`config.mk`:
```
export PLATFORM = sky130hd
export DESIGN_NAME = temp_sensor
export DESIGN_NICKNAME = d
export VERILOG_FILES = /design/src/rtl/temp_sensor.sv
export SDC_FILE = /design/constraint.sdc
export NUM_CORES = 1
export LEC_CHECK = 0
export ABC_AREA = 1
export CAP_MARGIN = 20
export CELL_PAD_IN_SITES_DETAIL_PLACEMENT = 1
export CELL_PAD_IN_SITES_GLOBAL_PLACEMENT = 1
export CORE_ASPECT_RATIO = 0.5
export CORE_MARGIN = 2
export CORE_UTILIZATION = 34
export DETAILED_ROUTE_END_ITERATION = 8
export PLACE_DENSITY = 0.88
export SETUP_SLACK_MARGIN = 0.5
export SYNTH_ARGS = -nofsm -noshare
export SYNTH_HDL_FRONTEND = slang
export SYNTH_SLANG_ARGS = --single-unit
```
`constraint.sdc`:
```
create_clock -name clk -period 1.5 [get_ports clk]
set_clock_uncertainty 0.05 [all_clocks]
set_input_delay 0.3 -clock clk [delete_from_list [all_inputs] [get_ports clk]]
set_output_delay 0.3 -clock clk [all_outputs]
set_load 0.01 [all_outputs]
```
`src/rtl/temp_sensor.sv`:
```
// DS18B20-style 1-wire read sequencer: SKIP_ROM, CONVERT_TEMP, SKIP_ROM, READ_SCRATCH,
// then 16 read slots and a reset slot. Every bus slot is 100 clk cycles, paced by clk_divider.
module temp_sensor (
    input  logic       clk,
    input  logic       rst,
    input  logic       read_request,
    output logic       out_wire,
    output logic [2:0] state,
    output logic [3:0] count_read,
    output logic [3:0] next_read,
    output logic [2:0] count_index,
    output logic [2:0] next_index,
    output logic [6:0] clk_divider,
    output logic       strobe
);

    typedef enum logic [2:0] {
        IDLE         = 3'd0,
        SKIP_ROM     = 3'd1,
        CONVERT_TEMP = 3'd2,
        SKIP_ROM2    = 3'd3,
        READ_SCRATCH = 3'd4,
        READ         = 3'd5,
        RESET        = 3'd6
    } state_e;

    localparam logic [6:0] SLOT_LAST = 7'd99;

    localparam logic [7:0] CMD_SKIP_ROM     = 8'hCC;
    localparam logic [7:0] CMD_CONVERT_TEMP = 8'h44;
    localparam logic [7:0] CMD_READ_SCRATCH = 8'hBE;

    state_e     state_q, state_d;
    logic [2:0] index_q, index_d;
    logic [3:0] read_q,  read_d;
    logic [6:0] div_q,   div_d;
    logic [7:0] cmd_byte;

    // Slot timer: free-running 0..99, held at 0 during reset.
    assign div_d = (div_q == SLOT_LAST) ? 7'd0 : div_q + 7'd1;

    always_ff @(posedge clk or negedge rst) begin
        if (!rst) begin
            div_q <= 7'd0;
        end else begin
            div_q <= div_d;
        end
    end

    assign strobe     = (div_q == SLOT_LAST);
    assign next_index = index_q + 3'd1;
    assign next_read  = read_q + 4'd1;

    // State register (only the comb logic below lets it move, and only on strobe).
    always_ff @(posedge clk or negedge rst) begin
        if (!rst) begin
            state_q <= IDLE;
            index_q <= 3'd0;
            read_q  <= 4'd0;
        end else begin
            state_q <= state_d;
            index_q <= index_d;
            read_q  <= read_d;
        end
    end

    // Next-state logic.
    always_comb begin
        state_d = state_q;
        index_d = index_q;
        read_d  = read_q;
        if (strobe) begin
            case (state_q)
                IDLE: begin
                    if (read_request) begin
                        state_d = SKIP_ROM;
                        index_d = 3'd0;
                    end
                end
                SKIP_ROM, CONVERT_TEMP, SKIP_ROM2, READ_SCRATCH: begin
                    // next_index wraps 7->0, so the new byte starts at bit 0.
                    index_d = next_index;
                    if (index_q == 3'd7) begin
                        case (state_q)
                            SKIP_ROM:     state_d = CONVERT_TEMP;
                            CONVERT_TEMP: state_d = SKIP_ROM2;
                            SKIP_ROM2:    state_d = READ_SCRATCH;
                            default:      state_d = READ;
                        endcase
                    end
                end
                READ: begin
                    read_d = next_read;
                    if (read_q == 4'd15) begin
                        state_d = RESET;
                    end
                end
                RESET: begin
                    state_d = IDLE;
                end
                default: begin
                    state_d = IDLE;
                    index_d = 3'd0;
                    read_d  = 4'd0;
                end
            endcase
        end
    end

    // Output decode: command bits LSB first, bus released in READ, driven low otherwise.
    always_comb begin
        cmd_byte = 8'h00;
        out_wire = 1'b0;
        case (state_q)
            SKIP_ROM, SKIP_ROM2: begin
                cmd_byte = CMD_SKIP_ROM;
                out_wire = cmd_byte[index_q];
            end
            CONVERT_TEMP: begin
                cmd_byte = CMD_CONVERT_TEMP;
                out_wire = cmd_byte[index_q];
            end
            READ_SCRATCH: begin
                cmd_byte = CMD_READ_SCRATCH;
                out_wire = cmd_byte[index_q];
            end
            READ:    out_wire = 1'b1;
            default: out_wire = 1'b0;
        endcase
    end

    assign state       = state_q;
    assign count_index = index_q;
    assign count_read  = read_q;
    assign clk_divider = div_q;

endmodule

```
==> qor.csv, run 1 <==
stage;metric;value;unit
outcome;status;did not finish;
outcome;Last stage;4_1_cts;
outcome;Halt Reason;[ERROR DPL-0033] detailed placement checks failed during check placement.;
clock_tree;post-CTS setup buffer count;38;
yosys;Ys Warns;0;
placement;HPWL Detailed;2890;µm
floorplanning;I/O pins;29;
clock_tree;Clock Sinks;17;
clock_tree;cts repair resizes;213;
yosys;Synth top area share;40.4;%
clock_tree;Post-CTS Hold Fix Bufs;0;
clock_tree;clock tree buffer depth;2;
yosys;Syn Area/Cell;8.36;µm²
yosys;xor/xnor share of the synthesized area;4.99;%
floorplanning;width of the die;82.7;µm
floorplanning;Die Ht;43.4;µm
yosys;Cell variety after synth;24;
yosys;post-synthesis mux area share;0;%
floorplanning;row count;14;
placement;routability cong.;0.793;
floorplanning;Initial Util;35.4;%
yosys;Post-Synth Simple-Gate Area;35.5;%
yosys;Synth area leader;dfrtp_1;
yosys;cell count after synthesis;126;
yosys;ys flop type;dfrtp_1;
yosys;Yosys reg bits;17;
yosys;number of flops mapped to enable cells by yosys;0;
clock_tree;depth of the CTS H-tree;1;
yosys;largest family of logic cells by synthesized area;simple AND/OR/NAND/NOR gates;
placement;# port buffers;28;
clock_tree;clock root buffer;clkbuf_8;
yosys;syn nets;136;
yosys;adder-cell share of the synthesized area;8.31;%
clock_tree;CTS Buf Count;3;
yosys;top cells by area, synth;dfrtp_1, nand2_1, ha_1;
yosys;Async S/R FF share, synth;100;%
yosys;Synth Area in Compound Gates;4.04;%
yosys;synthesized area;1050;µm²
yosys;Seq/Total Area, Yosys;40.4;%
## synthesized netlist by cell type (2+ instances only)
cell type  number
nand2_2         6
nor2_2          3
nand2_1        32
o21ai_1         2
nor2_1          7
ha_1            7
nor3_1          2
nand3_1        13
dfrtp_1        17
inv_1          13
xor2_1          5
a21oi_1         2
inv_2           3
nand3_2         4
## through the flow
| stage | utilization (%) | worst slack (ns) | cells | cell area [µm²] | TNS (ns) |
|---|---|---|---|---|---|
| after floorplan | - | 0.115 | 126 | 1190 | 0 |
| after detailed placement | 58.3 | -0.399 | 223 | 1740 | -1.43 |
| after global placement | 58.3 | -0.360 | 223 | 1740 | -1.20 |
## cells by family after synthesis
logic type | after synthesis
AO/OA/AOI/OAI | 7
XOR/XNOR | 6
adder cells (fa/ha/maj) | 7
buffers and inverters | 17
flip-flops | 17
AND/OR/NAND/NOR | 72
==> run 2: changes to the inputs <==
- CELL_PAD_IN_SITES_DETAIL_PLACEMENT: 1 -> not set
- CELL_PAD_IN_SITES_GLOBAL_PLACEMENT: 1 -> not set
- CORE_AREA: not set -> 2 2 63 65
- CORE_ASPECT_RATIO: 0.5 -> not set
- CORE_MARGIN: 2 -> not set
- CORE_UTILIZATION: 34 -> not set
- DIE_AREA: not set -> 0 0 65 67
- PLACE_DENSITY: 0.88 -> not set
- PLACE_DENSITY_LB_ADDON: not set -> 0.15
- SETUP_SLACK_MARGIN: 0.5 -> not set
==> run 2 against run 1 <==
- the flow now finishes, with violations (setup timing)
- synthesized cell count did not move
- synthesized area did not move
==> qor.csv, run 2 <==
stage;metric;value;unit;change
critical_path;crit path cell chain;buf_6, ha_4, nand2_2, o21ai_2, o2111ai_1, buf_2;;
floorplanning;width of the die;65;µm;-21%
yosys;Syn Area/Cell;8.36;µm²;unchanged
floorplanning;I/O pins;29;;unchanged
clock_tree;Post-CTS Hold Fix Bufs;0;;unchanged
cells_and_area;final instance area;1960;µm²;
route;via density per instance;4.37;;
placement;post-place instance area;1630;µm²;-6.1%
critical_path;Required @ worst endpoint;1.15;ns;
timing;Final period util;116;%;
critical_path;worst flop-to-flop path endpoint;count_read[2];;
yosys;Yosys reg bits;17;;unchanged
route;first-iteration detailed-routing DRC count;33;;
floorplanning;Initial Util;29.2;%;-6.2 points
timing;fmax;575;MHz;
route;met1 wire length;1260;µm;
grt;largest net degree at the start of global routing;18;;
cells_and_area;fillcell total;343;;
route;# DRC;0;;
floorplanning;row count;22;;+8
power_and_ir_drop;P per Cell Area;420;nW/µm²;
clock_tree;Clock Sinks;17;;unchanged
critical_path;CP startpoint;count_index[1];;
critical_path;CP startpoint kind;flip-flop;;
run;Max Cap Violations;0;;
placement;# port buffers;28;;unchanged
cells_and_area;max FFs per register;7;;
yosys;Ys Warns;0;;unchanged
route;drt wl/cell;11.4;µm;
yosys;cell count after synthesis;126;;unchanged
route;antenna viol nets, final;0;;
grt;GRT Overall Usage;14.4;%;
worst_hold_path;min-delay worst type;primary input to asynchronous set/reset pin;;
cells_and_area;final net count;221;;
timing;Slew headroom;84.9;%;
yosys;Synth area leader;dfrtp_1;;
timing;Worst Tran Pin Value;0.225;ns;
cells_and_area;layout cells sized above 1;52.9;%;
clock_tree;CTS Buf Count;3;;unchanged
critical_path;crit-path leading delay family;flip-flops;;
yosys;synthesized area;1050;µm²;unchanged
timing;clock period minus worst slack;1.74;ns;
yosys;Seq/Total Area, Yosys;40.4;%;unchanged
critical_path;CP endpoint kind;output pin;;
route;WL met2;1550;µm;
power_and_ir_drop;total power;824;µW;
placement;routability cong.;0.776;;-2.2%
grt;initial antenna violation count;0;;
critical_path;CP Max Fanout;4;;
yosys;ys flop type;dfrtp_1;;
grt;total global routing overflow;0;;
cells_and_area;most common cell after layout, fill and taps aside;buf_4;;
critical_path;Worst path depth;6;;
cells_and_area;most frequent cells in the layout;buf_4, nand2_1, dfrtp_1, dlygate4sd2_1, buf_6;;
floorplanning;die area;4360;µm²;
timing;final setup fails;5;;
cells_and_area;final non-filler cell total;258;;
critical_path;R2R setup slack;0.02;ns;
yosys;Async S/R FF share, synth;100;%;unchanged
clock_tree;depth of the CTS H-tree;1;;unchanged
floorplanning;Die Ht;67;µm;+55%
grt;vias in the first global route;1092;;
grt;first-pass GRT wire length;4820;µm;
route;metal3 WL;112;µm;
cells_and_area;Area Overhead vs Synth;86.1;%;
timing;max-slew violations;0;;
clock_tree;clock slew at reported path FFs;0.07;ns;
yosys;number of flops mapped to enable cells by yosys;0;;unchanged
critical_path;Buf+Inv Stages, Crit Path;2;;
cells_and_area;Final Util;54.4;%;
cells_and_area;antenna cell count;0;;
yosys;count leader, synth;nand2_1;;
clock_tree;clock root buffer;clkbuf_8;;
route;final wirelength;2950;µm;
cells_and_area;area occupied by multi-input gates;691;µm²;
yosys;synth cell count leaders;nand2_1, dfrtp_1, inv_1, nand3_1;;
cells_and_area;Reg area;429;µm²;
critical_path;critical path type;flip-flop to output pin;;
yosys;Cell variety after synth;24;;unchanged
critical_path;Worst setup endpoint;out_wire;;
critical_path;Worst path max stage delay;0.40;ns;
critical_path;RR Startpoint;count_read[0];;
power_and_ir_drop;leakage;0.00104;µW;
floorplanning;Core Area;3610;µm²;
clock_tree;CTS tree;done;;
outcome;failing checks;setup timing;;
route;Max Used Layer;met4;;
critical_path;Crit-path slowest cell;dfrtp_1;;
critical_path;worst reg2reg path depth;8;;
placement;dpl cells;234;;+4.9%
clock_tree;Clock Latency Late Sink;0.25;ns;
timing;fin worst setup slack;-0.240;ns;
yosys;top cells by area, synth;dfrtp_1, nand2_1, ha_1;;
yosys;Synth top area share;40.4;%;unchanged
timing;RSZ-0062 raised after global routing;true;;
route;first-pass detailed-route iteration total;5;;
yosys;syn nets;136;;unchanged
clock_tree;clock tree buffer depth;2;;unchanged
outcome;status;complete, but fails checks;;
placement;HPWL Detailed;2010;µm;-31%
power_and_ir_drop;Peak VDD IR;0.398;mV;
critical_path;crit path DAT;1.39;ns;
timing;final hold violations;0;;
route;total number of vias;1127;;
[run 2: layout make-up]
| type | instances | share of cell area, % |
|---|---|---|
| multi-input cells | 92 | 35.2 |
| well taps | 48 | 3.06 |
| flip-flops and latches | 17 | 21.9 |
| inverters | 16 | 3.45 |
| clock buffers | 4 | 2.30 |
| repair buffers | 81 | 34.1 |
[run 2: worst min path at each step]
stage                         startpoint             end  slack (ns)  cells past startpoint
after detailed placement  clk_divider[1]  clk_divider[1]        0.44                      1
after global placement    clk_divider[1]  clk_divider[1]        0.43                      1
after global routing                 rst   count_read[3]        0.34                      2
final                                rst   count_read[3]        0.33                      2
after CTS                            rst  clk_divider[5]        0.33                      2
after floorplan                      rst  clk_divider[0]       -0.05                      0
[run 2: report_power, final]
part	internal, µW	total [µW]	switching (µW)
Sequential	458	458	0
Clock	189	346	157
Combinational	7.77	19.9	12.1
[run 2: cell families (layout without fill, tap and decap cells)]
kind of cell | Yosys count | count (layout) | share of synthesized area (%)
adders and majority gates | 7 | 7 | 8.31
buffers and inverters | 17 | 101 | 6.77
DFF | 17 | 17 | 40.4
and+or+nand+nor | 72 | 72 | 35.5
AOI/OAI and AO/OA | 7 | 7 | 4.04
xor gates and xnor gates | 6 | 6 | 4.99
[run 2: per-layer routing]
metal / GRT usage, % / up-vias
li1: - / 569
met2: 25.4 / 27
met5: 0 / -
met3: 3.21 / 2
met4: 3.99 / 0
met1: 17.6 / 529
[run 2: timing repair]
| item | CTS | global route |
|---|---|---|
| setup endpoints to repair | 27 | 15 |
| buffers inserted | 16 | 4 |
| resized for setup | 81 | 26 |
| hold endpoints to repair | 0 | 0 |
| cloned | 0 | 0 |
| pin swaps | 10 | 10 |
[run 2: per-stage QoR]
| step | setup WS [ns] | TNS, ns | hold WS, ns |
|---|---|---|---|
| after global routing | -0.302 | -1.12 | 0.344 |
| after floorplan | 0.00830 | 0 | -0.0456 |
| after CTS | -0.233 | -0.567 | 0.333 |
| after global placement | -0.338 | -1.26 | 0.427 |
| after detailed placement | -0.406 | -1.45 | 0.442 |
| final | -0.240 | -0.533 | 0.325 |
[run 2: worst reg2reg max path, stage by stage, from the launching register on]
cell	delay, ns
dfrtp_1	0.40
buf_6	0.13
ha_4	0.15
xor2_2	0.14
buf_4	0.13
buf_4	0.12
buf_4	0.12
nand3_1	0.08
nand2_1	0.06
Power figures use the tool's default switching activity.
